--- config.mk ---
export PLATFORM = sky130hd
export DESIGN_NAME = ex_mult_hilo_unit_flat
export DESIGN_NICKNAME = d
export VERILOG_FILES = /design/src/rtl/ex_mult_hilo_unit_if.sv /design/src/rtl/ex_mult_hilo_unit.sv /design/src/flat_wrapper.sv
export SDC_FILE = /design/constraint.sdc
export NUM_CORES = 1
export LEC_CHECK = 0
export BUFFER_PORTS_ARGS = -buffer_cell sky130_fd_sc_hd__buf_2
export CAP_MARGIN = 20
export CELL_PAD_IN_SITES_DETAIL_PLACEMENT = 0
export CELL_PAD_IN_SITES_GLOBAL_PLACEMENT = 1
export CORE_MARGIN = 3
export CORE_UTILIZATION = 40
export CTS_CLUSTER_SIZE = 24
export DETAILED_ROUTE_END_ITERATION = 7
export GPL_TIMING_DRIVEN = 0
export PLACE_DENSITY = 0.77
export SLEW_MARGIN = 20
export SYNTH_ARGS = -nofsm -noshare
export SYNTH_HDL_FRONTEND = slang
export SYNTH_SLANG_ARGS = --single-unit
--- constraint.sdc ---
create_clock -name clk -period 3.1 [get_ports clk]
set_input_delay 0.31 -clock clk [delete_from_list [all_inputs] [get_ports clk]]
set_output_delay 0.31 -clock clk [all_outputs]
set_load 0.01 [all_outputs]
--- src/rtl/ex_mult_hilo_unit_if.sv ---
// EX-stage multiply / HI-LO port bundle: operation issue from the pipeline,
// HI/LO readback and hazard status back to it.
interface ex_mult_hilo_unit_if #(
  parameter int WIDTH = 32
);
  logic             start;
  logic [1:0]       op;
  logic [WIDTH-1:0] opA;
  logic [WIDTH-1:0] opB;
  logic             flush;
  logic             hilo_rd;
  logic             busy;
  logic             done;
  logic             stall;
  logic [WIDTH-1:0] hi;
  logic [WIDTH-1:0] lo;
  logic [1:0]       dbg_state;

  modport master (
    output start, op, opA, opB, flush, hilo_rd,
    input  busy, done, stall, hi, lo, dbg_state
  );

  modport slave (
    input  start, op, opA, opB, flush, hilo_rd,
    output busy, done, stall, hi, lo, dbg_state
  );
endinterface

--- src/rtl/ex_mult_hilo_unit.sv ---
// Iterative shift-add multiplier plus HI/LO register file for the EX stage.
// One product bit per cycle; MTHI/MTLO write in a single edge.
module ex_mult_hilo_unit #(
  parameter int WIDTH = 32
) (
  input  logic                  clk,
  input  logic                  rst,
  ex_mult_hilo_unit_if.slave    bus
);

  localparam int CW = $clog2(WIDTH) + 1;

  typedef enum logic [1:0] {
    S_IDLE = 2'd0,
    S_CALC = 2'd1,
    S_FIX  = 2'd2,
    S_DONE = 2'd3
  } state_e;

  // Issue handshake: start is a request that is accepted on any edge where the
  // unit is in IDLE or DONE and flush is low; while busy the request is dropped
  // and stall (busy & (start | hilo_rd)) holds it upstream until busy falls.

  state_e             state_q, state_d;
  logic [WIDTH-1:0]   hi_q, hi_d;
  logic [WIDTH-1:0]   lo_q, lo_d;
  logic [WIDTH-1:0]   mcand_q, mcand_d;
  logic [WIDTH-1:0]   mplier_q, mplier_d;
  logic [2*WIDTH-1:0] acc_q, acc_d;
  logic [CW-1:0]      count_q, count_d;
  logic               neg_q, neg_d;

  logic               can_accept;
  logic               is_mul;
  logic               is_mthi;
  logic               is_mtlo;
  logic               signed_op;
  logic               last_iter;
  logic [WIDTH-1:0]   a_abs;
  logic [WIDTH-1:0]   b_abs;
  logic [WIDTH:0]     sum;
  logic [2*WIDTH-1:0] product;

  assign can_accept = ((state_q == S_IDLE) || (state_q == S_DONE)) && bus.start && !bus.flush;
  assign is_mul     = can_accept && !bus.op[1];
  assign is_mthi    = can_accept && (bus.op == 2'b10);
  assign is_mtlo    = can_accept && (bus.op == 2'b11);
  assign signed_op  = (bus.op == 2'b00);
  assign last_iter  = (count_q == CW'(WIDTH - 1));

  // Magnitude is taken as an unsigned WIDTH-bit value, so the most negative
  // operand maps to itself and the product still fits in 2*WIDTH bits.
  assign a_abs = (signed_op && bus.opA[WIDTH-1]) ? (~bus.opA + 1'b1) : bus.opA;
  assign b_abs = (signed_op && bus.opB[WIDTH-1]) ? (~bus.opB + 1'b1) : bus.opB;

  assign sum     = {1'b0, acc_q[2*WIDTH-1:WIDTH]} + (mplier_q[0] ? {1'b0, mcand_q} : '0);
  assign product = neg_q ? (~acc_q + 1'b1) : acc_q;

  // State register
  always_ff @(posedge clk) begin
    if (rst) begin
      state_q <= S_IDLE;
    end else begin
      state_q <= state_d;
    end
  end

  // Next-state logic
  always_comb begin
    state_d = state_q;
    case (state_q)
      S_IDLE: state_d = is_mul ? S_CALC : S_IDLE;
      S_CALC: begin
        if (bus.flush) begin
          state_d = S_IDLE;
        end else if (last_iter) begin
          state_d = S_FIX;
        end
      end
      S_FIX:  state_d = bus.flush ? S_IDLE : S_DONE;
      S_DONE: state_d = is_mul ? S_CALC : S_IDLE;
      default: state_d = S_IDLE;
    endcase
  end

  // Output logic
  always_comb begin
    bus.busy      = (state_q == S_CALC) || (state_q == S_FIX);
    bus.done      = (state_q == S_DONE);
    bus.stall     = bus.busy && (bus.hilo_rd || bus.start);
    bus.hi        = hi_q;
    bus.lo        = lo_q;
    bus.dbg_state = state_q;
  end

  // Datapath next-state
  always_comb begin
    hi_d     = hi_q;
    lo_d     = lo_q;
    mcand_d  = mcand_q;
    mplier_d = mplier_q;
    acc_d    = acc_q;
    count_d  = count_q;
    neg_d    = neg_q;
    case (state_q)
      S_IDLE, S_DONE: begin
        if (is_mul) begin
          mcand_d  = a_abs;
          mplier_d = b_abs;
          neg_d    = signed_op && (bus.opA[WIDTH-1] ^ bus.opB[WIDTH-1]);
          acc_d    = '0;
          count_d  = '0;
        end
        if (is_mthi) begin
          hi_d = bus.opA;
        end
        if (is_mtlo) begin
          lo_d = bus.opA;
        end
      end
      S_CALC: begin
        // Add into the upper half, then shift {carry, acc, multiplier} right.
        if (!bus.flush) begin
          acc_d    = {sum, acc_q[WIDTH-1:1]};
          mplier_d = {acc_q[0], mplier_q[WIDTH-1:1]};
          count_d  = count_q + CW'(1);
        end
      end
      S_FIX: begin
        if (!bus.flush) begin
          {hi_d, lo_d} = product;
        end
      end
      default: begin
      end
    endcase
  end

  always_ff @(posedge clk) begin
    if (rst) begin
      hi_q     <= '0;
      lo_q     <= '0;
      mcand_q  <= '0;
      mplier_q <= '0;
      acc_q    <= '0;
      count_q  <= '0;
      neg_q    <= 1'b0;
    end else begin
      hi_q     <= hi_d;
      lo_q     <= lo_d;
      mcand_q  <= mcand_d;
      mplier_q <= mplier_d;
      acc_q    <= acc_d;
      count_q  <= count_d;
      neg_q    <= neg_d;
    end
  end

  // A done pulse can never be followed directly by another one.
  a_done_single : assert property (@(posedge clk) disable iff (rst) bus.done |=> !bus.done);
  a_stall_busy  : assert property (@(posedge clk) disable iff (rst) bus.stall |-> bus.busy);

endmodule
--- src/flat_wrapper.sv ---
// flat-port wrapper written by rule: the top's interface ports become plain ports
module ex_mult_hilo_unit_flat 
#(
  parameter int WIDTH = 32
)
  (clk, rst, bus_start, bus_op, bus_opA, bus_opB, bus_flush, bus_hilo_rd, bus_busy, bus_done, bus_stall, bus_hi, bus_lo, bus_dbg_state);
  ex_mult_hilo_unit_if #(.WIDTH(WIDTH)) bus_i ();
  input  logic clk;
  input  logic rst;
  input wire logic [$bits(bus_i.start)-1:0] bus_start;
  input wire logic [$bits(bus_i.op)-1:0] bus_op;
  input wire logic [$bits(bus_i.opA)-1:0] bus_opA;
  input wire logic [$bits(bus_i.opB)-1:0] bus_opB;
  input wire logic [$bits(bus_i.flush)-1:0] bus_flush;
  input wire logic [$bits(bus_i.hilo_rd)-1:0] bus_hilo_rd;
  output wire logic [$bits(bus_i.busy)-1:0] bus_busy;
  output wire logic [$bits(bus_i.done)-1:0] bus_done;
  output wire logic [$bits(bus_i.stall)-1:0] bus_stall;
  output wire logic [$bits(bus_i.hi)-1:0] bus_hi;
  output wire logic [$bits(bus_i.lo)-1:0] bus_lo;
  output wire logic [$bits(bus_i.dbg_state)-1:0] bus_dbg_state;
  assign bus_i.start = bus_start;
  assign bus_i.op = bus_op;
  assign bus_i.opA = bus_opA;
  assign bus_i.opB = bus_opB;
  assign bus_i.flush = bus_flush;
  assign bus_i.hilo_rd = bus_hilo_rd;
  assign bus_busy = bus_i.busy;
  assign bus_done = bus_i.done;
  assign bus_stall = bus_i.stall;
  assign bus_hi = bus_i.hi;
  assign bus_lo = bus_i.lo;
  assign bus_dbg_state = bus_i.dbg_state;
  ex_mult_hilo_unit #(.WIDTH(WIDTH)) u_core (.clk(clk), .rst(rst), .bus(bus_i));
endmodule
; ---- Word level (Yosys, flattened, before mapping)
; Index checks and enable logic that the tools add are counted.
[classes]
add_sub_neg = 5
n_eq_ne = 12
mux = 24
n_bitwise = 4
n_reduce_logical = 23
[op_table]
columns = op, count
row1 = 2-to-1 mux 32 bit, 9
row2 = 2-to-1 mux 64 bit, 3
row3 = one-hot mux 32 bit (2 select lines), 3
row4 = one-hot mux 64 bit (2 select lines), 1
row5 = adder 32 x 1 -> 32 bit (second input constant), 2
row6 = adder 64 x 1 -> 64 bit (second input constant), 1
row7 = inverter 32 bit, 2
row8 = inverter 64 bit, 1
row9 = adder 32 x 33 -> 33 bit, 1
row10 = 2-to-1 mux 6 bit, 2
row11 = one-hot mux 6 bit (2 select lines), 1
row12 = logical AND 1 bit, 9
row13 = AND reduction 3 bit, 3
row14 = == test 2 bit (second input constant), 4
row15 = adder 6 x 1 -> 6 bit (second input constant), 1
row16 = == test 6 x 5 -> 1 bit (second input constant), 1
row17 = 2-to-1 mux 2 bit, 3
row18 = != test 2 x 1 -> 1 bit (second input constant), 3
row19 = one-hot mux 2 bit (3 select lines), 1
row20 = zero test 2 bit, 2
row21 = != test 2 bit (second input constant), 2
row22 = nonzero test 2 bit, 2
row23 = logical OR 1 bit, 3
row24 = != test 3 x 2 -> 1 bit (second input constant), 1
row25 = 6 further kinds, 7
[totals]
ff_bits = 201
inputBits = 71
out_inout_bits = 69

; ---- Logic depth before layout (Yosys ltp)
[depth]
word_depth = 7
ltp_mapped = 12
mapped_depth_nobuf = 11

; ---- Worst setup path before layout
; No wires, ideal clock.
[synth_timing]
path_type = reg2reg
start = register u_core.mplier_q[0]
end = register u_core.acc_q[59]
setup_ps = 122
arrival_ps = 2786
required_ps = 2978
path_slack_ps = 192
stages_incl_launch_ff = 13
n_path_buf = 1
period_less_slack_ps = 2908
cell_sequence = dfxtp_1 -> clkbuf_1 -> and2_1 -> ha_1 -> inv_1 -> fa_1 -> nand2b_1 -> a21oi_1 -> o21ai_0 -> a2111oi_0 -> a2111oi_0 -> mux2i_1 -> nand3_1
[synth_via]
elab_chain_len = 4
[synth_lines]
columns = element, line
row1 = start: declaration, ex_mult_hilo_unit.sv:28  ; logic [WIDTH-1:0] mplier_q, mplier_d;
row2 = start signal: assignment, ex_mult_hilo_unit.sv:152  ; mplier_q <= mplier_d;
row3 = 2-to-1 mux 32 bit, ex_mult_hilo_unit.sv:56  ; assign sum = {1'b0, acc_q[2*WIDTH-1:WIDTH]} + (mplier_q[0] ? {1'b0, mcand_q} : '0);
row4 = adder 32 x 33 -> 33 bit, ex_mult_hilo_unit.sv:56
row5 = 2-to-1 mux 64 bit, ex_mult_hilo_unit.sv:123  ; if (!bus.flush) begin
row6 = one-hot mux 64 bit (2 select lines), ex_mult_hilo_unit.sv:105  ; case (state_q)
row7 = end signal: assignment, ex_mult_hilo_unit.sv:145  ; acc_q <= '0;
row8 = end signal: assignment, ex_mult_hilo_unit.sv:153  ; acc_q <= acc_d;
row9 = end: declaration, ex_mult_hilo_unit.sv:29  ; logic [2*WIDTH-1:0] acc_q, acc_d;
; No other way between the ends. The select of a mux whose other input is x is not followed.
; A chain may end at the register's enable or synchronous reset.

; ---- Final worst setup path
[layout_timing]
start = register u_core.acc_q[1]
end = register u_core.hi_q[24] (netlist: u_core.bus.hi[24])
[layout_via]
elab_chain_len = 5
[layout_lines]
columns = element, line
row1 = inverter 64 bit, ex_mult_hilo_unit.sv:57  ; assign product = neg_q ? (~acc_q + 1'b1) : acc_q;
row2 = adder 64 x 1 -> 64 bit, ex_mult_hilo_unit.sv:57
row3 = 2-to-1 mux 64 bit, ex_mult_hilo_unit.sv:57
row4 = 2-to-1 mux 32 bit, ex_mult_hilo_unit.sv:130  ; if (!bus.flush) begin
row5 = one-hot mux 32 bit (2 select lines), ex_mult_hilo_unit.sv:105
row6 = end signal: assignment, ex_mult_hilo_unit.sv:149  ; hi_q <= hi_d;
row7 = end: declaration, ex_mult_hilo_unit.sv:25  ; logic [WIDTH-1:0] hi_q, hi_d;
; No other way between the ends. The select of a mux whose other input is x is not followed.

==> impl_metrics.tcl <==
set metrics [dict create \
    chipHeight_um 183 \
    netSwitchingPower_mw 1.71 \
    seqPwrFrac_pct 42.8 \
    cts_tree "done" \
    synth.cell_area_mm2 0.0125 \
    die_width_um 183 \
    kind_of_cell_adding_the_most_delay_to_the_critical_path "simple AND/OR/NAND/NOR gates" \
    rsz0062_at_grt "true" \
    clock_sinks 201 \
    maxCapViolations 0 \
    num-nets-final 1868 \
    setup_viol 0 \
    cp-start-kind "flip-flop" \
    worst_slew_margin_rel_pct 34.0 \
    initial_core_util_pct 40.7 \
    timing.final.hold_violations 0 \
    clk-insertion-delay-late_ns 0.54 \
    failing_checks "design-rule violations" \
    ios 140 \
    clock_tree.root_cell "clkbuf_16" \
    timing.hold.worst.class "primary input to flip-flop" \
    synth.net_count 1701 \
    grt_usage_pct 28.2 \
    routed_wl_um 48600 \
    drc_errors 11 \
    synth_async_sr_flop_share_pct 0 \
    htree_num_levels 1 \
    synth_sequential_area_ratio_pct 32.3 \
    buffer_ports.inserted 139 \
    synth.ff_latch_count 201 \
    routed_wire_length_per_instance_um 22.4 \
    cellInternalPower_mw 4.67 \
    finClkSkew_ns 0.0375 \
    number_of_flops_mapped_to_enable_cells_by_yosys 0 \
    finalWorstPathRequiredPeriod_ns 3.02 \
    antenna_found_initial 5 \
    required_ns 3.53 \
    vias_in_the_first_global_route 12500 \
    share_clk_of_total_power_pct 45.7 \
    syn_to_final_growth_pct 18.6 \
    clockBufferDepth 3 \
    syn_avg_cell_area_um2 7.85 \
    path_max_fanout 6 \
    post-route-period-util_pct 97.4 \
    worst_slew_pin_slew_ns 0.990 \
    irDropWorstVdd_mv 0.348 \
    critical_path.slowest_cell "or4_4" \
    power-per-cell-area_mw_per_mm2 431 \
    dpl_cell_area_mm2 0.0137 \
    finalHoldWorstSlack_ns 0.0885 \
    final_design_area_no_fill_mm2 0.0148 \
    ant_nets 0 \
    max_stage_delay_ns 0.54 \
    layout.core_utilization_pct 48.2 \
    switching_share_of_power_pct 26.7 \
    combinational_share_of_power_pct 11.6 \
    detail_route.iter0.violations 1354 \
    path_buf_inv 3 \
    filler_cell_count 3049 \
    number_of_buffers_added_by_the_clock_tree_synthesis_step 24 \
    worstSetupPathType "flip-flop to flip-flop" \
    routabilityCongestion 0.947 \
    drv_slew 0 \
    leakage_nw 5.81 \
    syn-instance-count 1589 \
    overflow 0 \
    cp-end-kind "flip-flop" \
    fp-row-count 64 \
    grt_start_max_net_pins 14 \
    floorplan.die_area_mm2 0.0333 \
    fmax_mhz 331 \
    clk_transition_reported_paths_ns 0.06 \
    post-dp-hpwl_um 37800 \
    synth_cell_type_count 74 \
    status "finished with violations" \
    core-area_mm2 0.0307 \
    crit_arrival_ns 3.45 \
    drt-pass1-iter-count 8 \
    post_drt_via_cell_ratio 6.04 \
    synth-warning-count 0 \
    detailroute.via_count 13100 \
    postSynth.topFlopCell "dfxtp_1" \
    fin_tns_setup_ns 0 \
    wire_length_of_the_first_global_routing_pass_um 74100 \
    hold_fix_buffers_at_cts 0 \
    drive_gt1_share_pct 14.8 \
    antennaDiodeCount 0 \
    cp_cell_sequence "inv_1 > ha_2 > or4b_1 > buf_6 > nor2_4 > nand4_4 > or4_4 > buf_4 > nor2_2 > mux2_1 > a32o_1" \
]
[worst reg2reg max path: stages, from the launching register on]
cell     delay [ns]
dfxtp_1        0.36
inv_1          0.08
ha_2           0.18
or4b_1         0.45
buf_6          0.16
nor2_4         0.12
nand4_4        0.14
or4_4          0.54
buf_4          0.19
nor2_2         0.11
mux2_1         0.33
a32o_1         0.24
[stage by stage]
stage | instances | power [mW] | worst slack, ns
after floorplan | 1589 | 3.17 | 0.192
after global placement | 2124 | 3.49 | -1.08
after detailed placement | 2124 | 3.50 | -0.799
after CTS | 2167 | 6.39 | 0.00939
after global routing | 2169 | 6.57 | -0.00861
final | 2169 | 6.38 | 0.0804
[routing by layer]
layer	track usage [%]	part of all wire, %
met1	39.3	43
met2	44.1	44
met4	8.20	3.1
met3	5.96	9.6
met5	0	0.10
[Yosys cell counts, types with 16 or more instances]
cell | count | area share, %
a211o_1 | 16 | 1.1
a211oi_1 | 46 | 2.8
a21oi_1 | 117 | 4.7
a22oi_1 | 63 | 3.8
and2_1 | 38 | 1.9
clkbuf_1 | 103 | 3.1
dfxtp_1 | 201 | 32
ha_1 | 40 | 4.0
inv_1 | 33 | 0.99
nand2_1 | 128 | 3.9
nand2b_1 | 16 | 0.80
nand3_1 | 25 | 1.0
nand4_1 | 21 | 1.1
nor2_1 | 192 | 5.8
nor3_1 | 37 | 1.5
o211ai_1 | 22 | 1.3
o21ai_0 | 78 | 3.1
o22ai_1 | 25 | 1.3
o31ai_1 | 21 | 1.3
o41ai_1 | 19 | 1.3
or3_1 | 17 | 0.85
xnor2_1 | 54 | 3.8
xor2_1 | 74 | 5.2
[worst paths after layout]
| kind | startpoint | to | slack (ns) | cells after the start |
|---|---|---|---|---|
| max | u_core.acc_q[1]$_SDFFE_PP0P_ | u_core.bus.hi[24]$_SDFFE_PP0P_ | 0.08 | 11 |
| min | bus_opB[28] | u_core.mplier_q[28]$_SDFFE_PP0P_ | 0.09 | 3 |
| min reg2reg | u_core.mplier_q[30]$_SDFFE_PP0P_ | u_core.mplier_q[30]$_SDFFE_PP0P_ | 0.45 | 2 |
| max reg2reg | u_core.acc_q[1]$_SDFFE_PP0P_ | u_core.bus.hi[24]$_SDFFE_PP0P_ | 0.08 | 11 |
[power groups by stage]
stage / combinational [mW] / clock, mW / sequential, mW
floorplan: 0.380 / 0 / 2.79
global placement: 0.709 / 0 / 2.78
detailed placement: 0.715 / 0 / 2.78
CTS: 0.720 / 2.94 / 2.73
global route: 0.799 / 3.03 / 2.74
finish: 0.737 / 2.91 / 2.73
[cell usage in the layout, fill, tap and decap left out, types with 16 or more instances in the layout]
| cell type | instances |
|---|---|
| a211o_1 | 16 |
| a211oi_1 | 44 |
| a21oi_1 | 111 |
| a22oi_1 | 63 |
| and2_1 | 37 |
| buf_2 | 143 |
| clkbuf_1 | 94 |
| clkbuf_16 | 25 |
| dfxtp_1 | 199 |
| ha_1 | 37 |
| inv_1 | 32 |
| nand2_1 | 127 |
| nand3_1 | 24 |
| nand4_1 | 21 |
| nor2_1 | 190 |
| nor3_1 | 34 |
| o211ai_1 | 22 |
| o21ai_0 | 77 |
| o22ai_1 | 25 |
| o31ai_1 | 20 |
| o41ai_1 | 18 |
| or3_1 | 17 |
| xnor2_1 | 54 |
| xor2_1 | 74 |
[cell type report]
class                   count  area (µm²)  share of cell area [%]
plain buffers             107         429                    2.90
clock buffers              32         702                    4.75
clock inverters            11         111                   0.753
inverters                  33         124                   0.838
multi-input cells        1242        8130                    55.0
flip-flops and latches    201        4030                    27.2
well taps                 396         495                    3.35
repair buffers            147         768                    5.20
[timing repair]
action,CTS,global route
setup buffers,1,7
gates resized for setup,28,39
pin swaps,2,10
endpoints found under the setup margin,117,58
[registers in the layout, indices dropped and copies added, names as in the netlist]
| name | count |
|---|---|
| u_core.bus.hi | 32 |
| u_core.neg_q | 1 |
| u_core.mcand_q | 32 |
| u_core.bus.lo | 32 |
| u_core.bus.dbg_state | 2 |
| u_core.acc_q | 64 |
| u_core.count_q | 6 |
| u_core.mplier_q | 32 |
[cell families after synthesis]
group	count (synthesis)	share of synthesized area [%]
adders and majority gates	41	4.17
and+or+nand+nor	557	22.0
DFF	201	32.3
xor gates and xnor gates	128	8.99
buffers and inverters	146	4.46
AOI/OAI and AO/OA	505	27.2
muxes	11	0.903
(Power assumes the default switching activity.)
